`config.mk`:
```
export PLATFORM = sky130hd
export DESIGN_NAME = fir_coeff_loader
export DESIGN_NICKNAME = d
export VERILOG_FILES = /design/src/rtl/fir_coeff_loader.sv
export SDC_FILE = /design/constraint.sdc
export NUM_CORES = 1
export LEC_CHECK = 0
export ABC_AREA = 1
export CAP_MARGIN = 20
export CELL_PAD_IN_SITES_DETAIL_PLACEMENT = 0
export CELL_PAD_IN_SITES_GLOBAL_PLACEMENT = 2
export CORE_ASPECT_RATIO = 0.9
export CORE_MARGIN = 4
export CORE_UTILIZATION = 29
export CTS_BUF_LIST = sky130_fd_sc_hd__clkbuf_16
export CTS_CLUSTER_SIZE = 12
export DETAILED_ROUTE_END_ITERATION = 8
export PLACE_DENSITY_LB_ADDON = 0.15
export SLEW_MARGIN = 15
export SYNTH_ARGS = -nofsm -noshare
export SYNTH_HDL_FRONTEND = slang
export SYNTH_SLANG_ARGS = --single-unit
```
`constraint.sdc`:
```
create_clock -name clk -period 9 [get_ports clk]
set_clock_uncertainty 0.1 [all_clocks]
set_input_delay 1.8 -clock clk [delete_from_list [all_inputs] [get_ports clk]]
set_output_delay 1.8 -clock clk [all_outputs]
set_load 0.03 [all_outputs]
```
`src/rtl/fir_coeff_loader.sv`:
```
// fir_coeff_loader: coefficient writer for the systolic FIR chain.
// Words arrive on a valid/ready stream into a shadow bank, one tap per
// beat. A complete set waits in PEND until the frame-boundary strobe
// swap_en, and then all taps move into the active bank on a single edge.
// Because of this, the MAC cells never see a half-updated coefficient set.
//
// Ports:
//   clk, clr       clock, async active-high reset
//   s_valid/s_ready/s_coeff/s_last   coefficient stream
//   swap_en        commit permitted (sampled only in PEND)
//   coeff_bus      active bank, tap i at [i*DIM_COEFF +: DIM_COEFF]
//   coeff_valid    sticky: a set has been committed since reset
//   load_done      one-cycle pulse on commit
//   load_err       one-cycle pulse on a framing error (short / missing last)

// One tap: a shadow register that is written from the stream, and an
// active register that is loaded from shadow on commit.
module fir_coeff_tap #(
  parameter int DIM_COEFF = 16
) (
  input  logic                 clk,
  input  logic                 clr,
  input  logic                 wr_en_i,
  input  logic [DIM_COEFF-1:0] wr_data_i,
  input  logic                 commit_i,
  output logic [DIM_COEFF-1:0] act_o
);
  logic [DIM_COEFF-1:0] shadow_q, active_q;

  always_ff @(posedge clk or posedge clr) begin
    if (clr) begin
      shadow_q <= '0;
      active_q <= '0;
    end else begin
      if (wr_en_i)  shadow_q <= wr_data_i;
      if (commit_i) active_q <= shadow_q;
    end
  end

  assign act_o = active_q;
endmodule

module fir_coeff_loader #(
  parameter int DIM_COEFF = 16,
  parameter int N_TAPS    = 8,
  parameter int CNT_W     = 3
) (
  input  logic                        clk,
  input  logic                        clr,
  input  logic                        s_valid,
  output logic                        s_ready,
  input  logic [DIM_COEFF-1:0]        s_coeff,
  input  logic                        s_last,
  input  logic                        swap_en,
  output logic [N_TAPS*DIM_COEFF-1:0] coeff_bus,
  output logic                        coeff_valid,
  output logic                        load_done,
  output logic                        load_err
);
  typedef enum logic {LOAD = 1'b0, PEND = 1'b1} state_e;

  state_e           state_q, state_d;
  logic [CNT_W-1:0] cnt_q, cnt_d;
  logic             done_q, done_d;
  logic             err_q, err_d;
  logic             cvalid_q;
  logic             commit;
  logic             accept;
  logic             last_tap;

  assign accept   = s_valid && s_ready;
  assign last_tap = (cnt_q == CNT_W'(N_TAPS - 1));

  // State register
  always_ff @(posedge clk or posedge clr) begin
    if (clr) begin
      state_q  <= LOAD;
      cnt_q    <= '0;
      done_q   <= 1'b0;
      err_q    <= 1'b0;
      cvalid_q <= 1'b0;
    end else begin
      state_q  <= state_d;
      cnt_q    <= cnt_d;
      done_q   <= done_d;
      err_q    <= err_d;
      if (commit) cvalid_q <= 1'b1;
    end
  end

  // Next-state logic. Both framing errors reset the counter, so the next
  // beat always starts a fresh set at tap 0.
  always_comb begin
    state_d = state_q;
    cnt_d   = cnt_q;
    err_d   = 1'b0;
    done_d  = 1'b0;
    commit  = 1'b0;
    case (state_q)
      LOAD: begin
        if (accept) begin
          if (last_tap) begin
            cnt_d = '0;
            if (s_last) state_d = PEND;
            else        err_d   = 1'b1;
          end else if (s_last) begin
            cnt_d = '0;
            err_d = 1'b1;
          end else begin
            cnt_d = cnt_q + 1'b1;
          end
        end
      end
      PEND: begin
        if (swap_en) begin
          commit  = 1'b1;
          done_d  = 1'b1;
          state_d = LOAD;
        end
      end
    endcase
  end

  // Output decode
  always_comb begin
    s_ready     = (state_q == LOAD);
    coeff_valid = cvalid_q;
    load_done   = done_q;
    load_err    = err_q;
  end

  for (genvar i = 0; i < N_TAPS; i++) begin : g_tap
    fir_coeff_tap #(.DIM_COEFF(DIM_COEFF)) u_tap (
      .clk       (clk),
      .clr       (clr),
      .wr_en_i   (accept && (cnt_q == CNT_W'(i))),
      .wr_data_i (s_coeff),
      .commit_i  (commit),
      .act_o     (coeff_bus[i*DIM_COEFF +: DIM_COEFF])
    );
  end
endmodule

```
* Yosys cells after proc, flatten, opt, wreduce, memory -nomap -nowiden
Cells that the tools add are included.
Widths: inputs -> output; s select.
** Word-level totals
- Output and inout port bits :: 132
- Word-level logic and storage cells :: 54
- Input port bits :: 21
- Bits in registers :: 263
** Cells by class
- Bitwise operators :: 1
- Reductions and logical operators :: 11
- Add/sub/neg operators :: 1
- Muxes and demuxes :: 13
- Equality and inequality tests :: 7
** Operators by type and width (count)
- $eq 3x3->1 const B :: 4
- $mux 1 :: 10
- $logic_and 1x1->1 :: 9
- $eq 3x2->1 const B :: 2
- $mux 3 :: 2
- $add 3x1->3 const B :: 1
- $eq 3x1->1 const B :: 1
- $logic_not 3->1 :: 1
- $pmux 1 s2 :: 1
- $reduce_and 2->1 :: 1
- $not 1->1 :: 1

* Logic depth before layout (Yosys ltp)
- Depth after elaboration :: 4
- Mapped depth :: 8
- Gate-level depth less buffers :: 7

* Modules after synthesis
Synthesis repeated with hierarchy kept, for this count alone.
** Unflattened totals
- Cell total of the unflattened synthesis :: 1153
- Area total of the unflattened synthesis :: 10616.4 um^2
** Modules (own cells, without submodules)
- fir_coeff_tap :: times used 8, cells an instance 137, area an instance 1266.2 um^2, seq. area each 800.8 um^2
- fir_coeff_loader :: times used 1, cells an instance 57, area an instance 486.7 um^2, seq. area each 175.2 um^2

* Worst setup path after synthesis
No wires, ideal clock.
- Path kind :: in2reg
- Start point :: in s_valid
- End point :: reg g_tap[0].u_tap.shadow_q[0]
- Buffers on the path :: 2
- Path slack :: 6296 ps
- Cell stages on the path :: 7
- Arrival time :: 2487 ps
- Library setup time :: 117 ps
- Required time :: 8783 ps
- Cell sequence :: inv_1 -> nor2_2 -> buf_4 -> nand2_2 -> buf_6 -> nand2_1 -> nand2_1
** On the way
- Word-level cells in the longest chain between the ends :: 2
** Ends and longest elaborated chain
- start: declaration :: line 50 : input logic s_valid,
- $logic_and 1x1->1 :: line 71 : assign accept = s_valid && s_ready;
- $logic_and 1x1->1 :: line 136 : .wr_en_i (accept && (cnt_q == CNT_W'(i))),
- end signal: assignment :: line 35 : if (wr_en_i) shadow_q <= wr_data_i;
- end: declaration :: line 28 : logic [DIM_COEFF-1:0] shadow_q, active_q;
Every way passes these cells.
A chain may end at the register's enable or synchronous reset.

* Final worst setup path
- Start point :: in s_valid
- End point :: reg g_tap[4].u_tap.shadow_q[8]
** On the way
- Word-level cells in the longest chain between the ends :: 2
** Ends and longest elaborated chain (line)
- $logic_and 1x1->1 :: 71
- $logic_and 1x1->1 :: 136
- end signal: assignment :: 35
- end: declaration :: 28
Every way passes these cells.

==> impl_metrics.json <==
{
  "numCtsBuffers": 30,
  "crit_type": "in2reg",
  "dp_hpwl_mm": 19.0,
  "power.internal_w": 0.00214,
  "synth-edff-count": 0,
  "tightestPinTransition_ns": 0.934,
  "path_clk_slew_ns": 0.06,
  "die-height_um": 186,
  "die_w_um": 206,
  "clock.fmax_mhz": 261,
  "synth-simple-area-share": 0.309,
  "crit_fanout": 34,
  "ys_warn_count": 0,
  "pwr-share-comb": 0.122,
  "muxShareOfSynthArea": 0,
  "multi_input_area_um2": 3270,
  "final_cell_area_um2": 13000,
  "post_cts_resize_count": 0,
  "rsz0062_at_grt": "no",
  "die-area_um2": 38300,
  "grt_max_degree": 95,
  "synth_seq_cells": 263,
  "cts_max_level": 1,
  "p_sw_frac": 0.282,
  "holdCritPathClass": "reg2reg",
  "grt_pass1_wl_mm": 49.5,
  "synthAdderAreaFrac": 0.00857,
  "ys_seq_area_frac": 0.644,
  "hold_violations": 0,
  "wl_mm": 31.7,
  "cap_violations": 0,
  "dr_total_vias": 7728,
  "portBuffers": 152,
  "cts_root_buffer": "clkbuf_16",
  "num_antenna_cells": 0,
  "synth-xor-area-share": 0,
  "timing.rr.start": "state_q",
  "synth_area_um2": 10200,
  "synth-main-ff-cell": "dfrtp_1",
  "cts_tree": "built",
  "min_period_ns": 3.83,
  "setup_tns_ns": 0,
  "synthToLayoutAreaGrowth_pct": 27.3,
  "detail-route-antenna-nets": 0,
  "drv_slew": 0,
  "clock_path_buffers": 3,
  "p_seq_frac": 0.508,
  "drive_above_1_share": 0.0521,
  "leakage_nw": 6.93,
  "finalSetupViolations": 0,
  "gp_congestion": 0.721,
  "fill_cells": 3521,
  "synth_fp_nets": 1186,
  "core_area_um2": 34400,
  "clkLatencyLatePin_ns": 0.54,
  "regArea_um2": 6580,
  "clock-sinks": 263,
  "power.switching_w": 0.000839,
  "start_util": 0.297,
  "critPathArrivalTime_ns": 4.15,
  "gr-usage-all-layers": 0.168,
  "synth_cell_types": 20,
  "total_power_w": 0.00298,
  "synth_top_family_by_area": "simple AND/OR/NAND/NOR gates",
  "core.rowCount": 64,
  "post_synth.cell_area_avg_um2": 8.82,
  "synth-compound-area-share": 0.000612,
  "nNetsFinal": 1313,
  "first_pass_iters": 7,
  "clkPwrFrac": 0.370,
  "synthArstFlopShare": 1.00,
  "min_period_over_period": 0.426,
  "cts_hold_buf": 0,
  "overflow": 0,
  "drc_errors": 0,
  "cp_data_required_time_ns": 9.32,
  "status": "completed",
  "synthCells": 1158,
  "postCtsSetupBuffers": 0,
  "p_per_area_nw_per_um2": 229,
  "cp-end-kind": "register",
  "crit_start": "s_valid",
  "antenna_found_initial": 1,
  "holdCritStartpoint": "g_tap[7].u_tap.shadow_q[1]",
  "wl_per_cell_um": 17.9,
  "grt_pass1_vias": 7925,
  "vias_per_cell": 4.37,
  "slew-limit-headroom": 0.375,
  "postPlaceCellArea_um2": 12100,
  "irDropWorstVdd_v": 0.000115,
  "ios": 153,
  "drt_first_iter_violations": 375,
  "start_kind": "primary input"
}
## cells by family (layout without fill, tap and decap cells)
group	after synthesis	after routing
buffers and inverters	82	230
AND/OR/NAND/NOR	805	805
AO/OA/AOI/OAI	1	1
flip-flops	263	263
adder cells (fa/ha/maj)	7	7
## metrics by stage
step | worst slack, ns | hold WS [ns] | utilization | cells
after global placement | 4.44 | 0.355 | 0.351 | 1712
after detailed placement | 4.41 | 0.354 | 0.351 | 1712
after CTS | 4.99 | 0.366 | 0.376 | 1765
final | 5.17 | 0.368 | 0.379 | 1768
after global routing | 5.00 | 0.389 | 0.379 | 1768
after floorplan | 3.63 | 0.342 | - | 1158
## sequential cells by signal, indices dropped and copies added (netlist names)
register              count
state_q                   1
cnt_q                     3
coeff_valid               1
g_tap.u_tap.act_o       128
load_done                 1
load_err                  1
g_tap.u_tap.shadow_q    128
## layout by cell type (no fill, tap or decap), types with 2 or more instances in the layout
master,count
clkbuf_16,31
dfrtp_1,263
nor2_1,2
buf_16,2
nand2_2,4
ha_1,7
nand3_1,50
clkdlybuf4s50_1,152
nand2_1,735
buf_4,7
clkinv_2,7
nor2_4,6
nand2_4,2
inv_1,19
clkinv_1,7
nor2_2,3
## metal layers
layer | global-route usage | vias to the layer above | routed length, um
met5 | 0 | - | 20
met4 | 0.0335 | 2 | 636
met3 | 0.0312 | 41 | 1570
met2 | 0.249 | 168 | 13300
met1 | 0.257 | 3744 | 16200
li1 | - | 3773 | -
## power by group through the flow
stage,sequential [W],clock (W),combinational [W]
after CTS,0.00151,0.00114,0.000371
after floorplan,0.00153,0,0.000226
final,0.00151,0.00110,0.000364
after detailed placement,0.00153,0,0.000369
after global placement,0.00153,0,0.000361
after global routing,0.00154,0.00119,0.000423
## final timing paths
path,end,slack (ns),cells after the start
max in group asynchronous,g_tap[0].u_tap.act_o[0],5.87,4
min in group asynchronous,g_tap[7].u_tap.act_o[3],1.50,2
max reg2reg,g_tap[4].u_tap.shadow_q[8],6.53,5
max,g_tap[4].u_tap.shadow_q[8],5.17,7
min reg2reg,g_tap[7].u_tap.act_o[1],0.37,2
min,g_tap[7].u_tap.act_o[1],0.37,2
## Yosys cell counts, types with 2 or more instances
library cell	count	area, um^2
clkbuf_1	28	105
nand2_1	736	2760
nand2_2	4	25.0
buf_1	5	18.8
buf_2	25	125
nand3_1	50	250
ha_1	7	87.6
nor2_1	2	7.51
nor2_2	4	25.0
inv_1	14	52.6
buf_6	3	33.8
dfrtp_1	263	6580
buf_4	6	45.0
nor2_4	5	56.3
## final cells by class
cell class,instances,share of cell area
timing repair buffer,162,0.127
clock inverter,22,0.00741
sequential,263,0.506
inverter,15,0.00481
tap,462,0.0444
multi-input combinational,813,0.251
clock buffer,31,0.0596
## worst max-delay path: stages
cell	delay [ns]
clkdlybuf4s50_1	0.51
inv_1	0.08
nor2_4	0.54
buf_4	0.49
nand2_1	0.46
nand2_1	0.17
nand2_1	0.07
No activity file was read; power rests on OpenSTA's default activity.
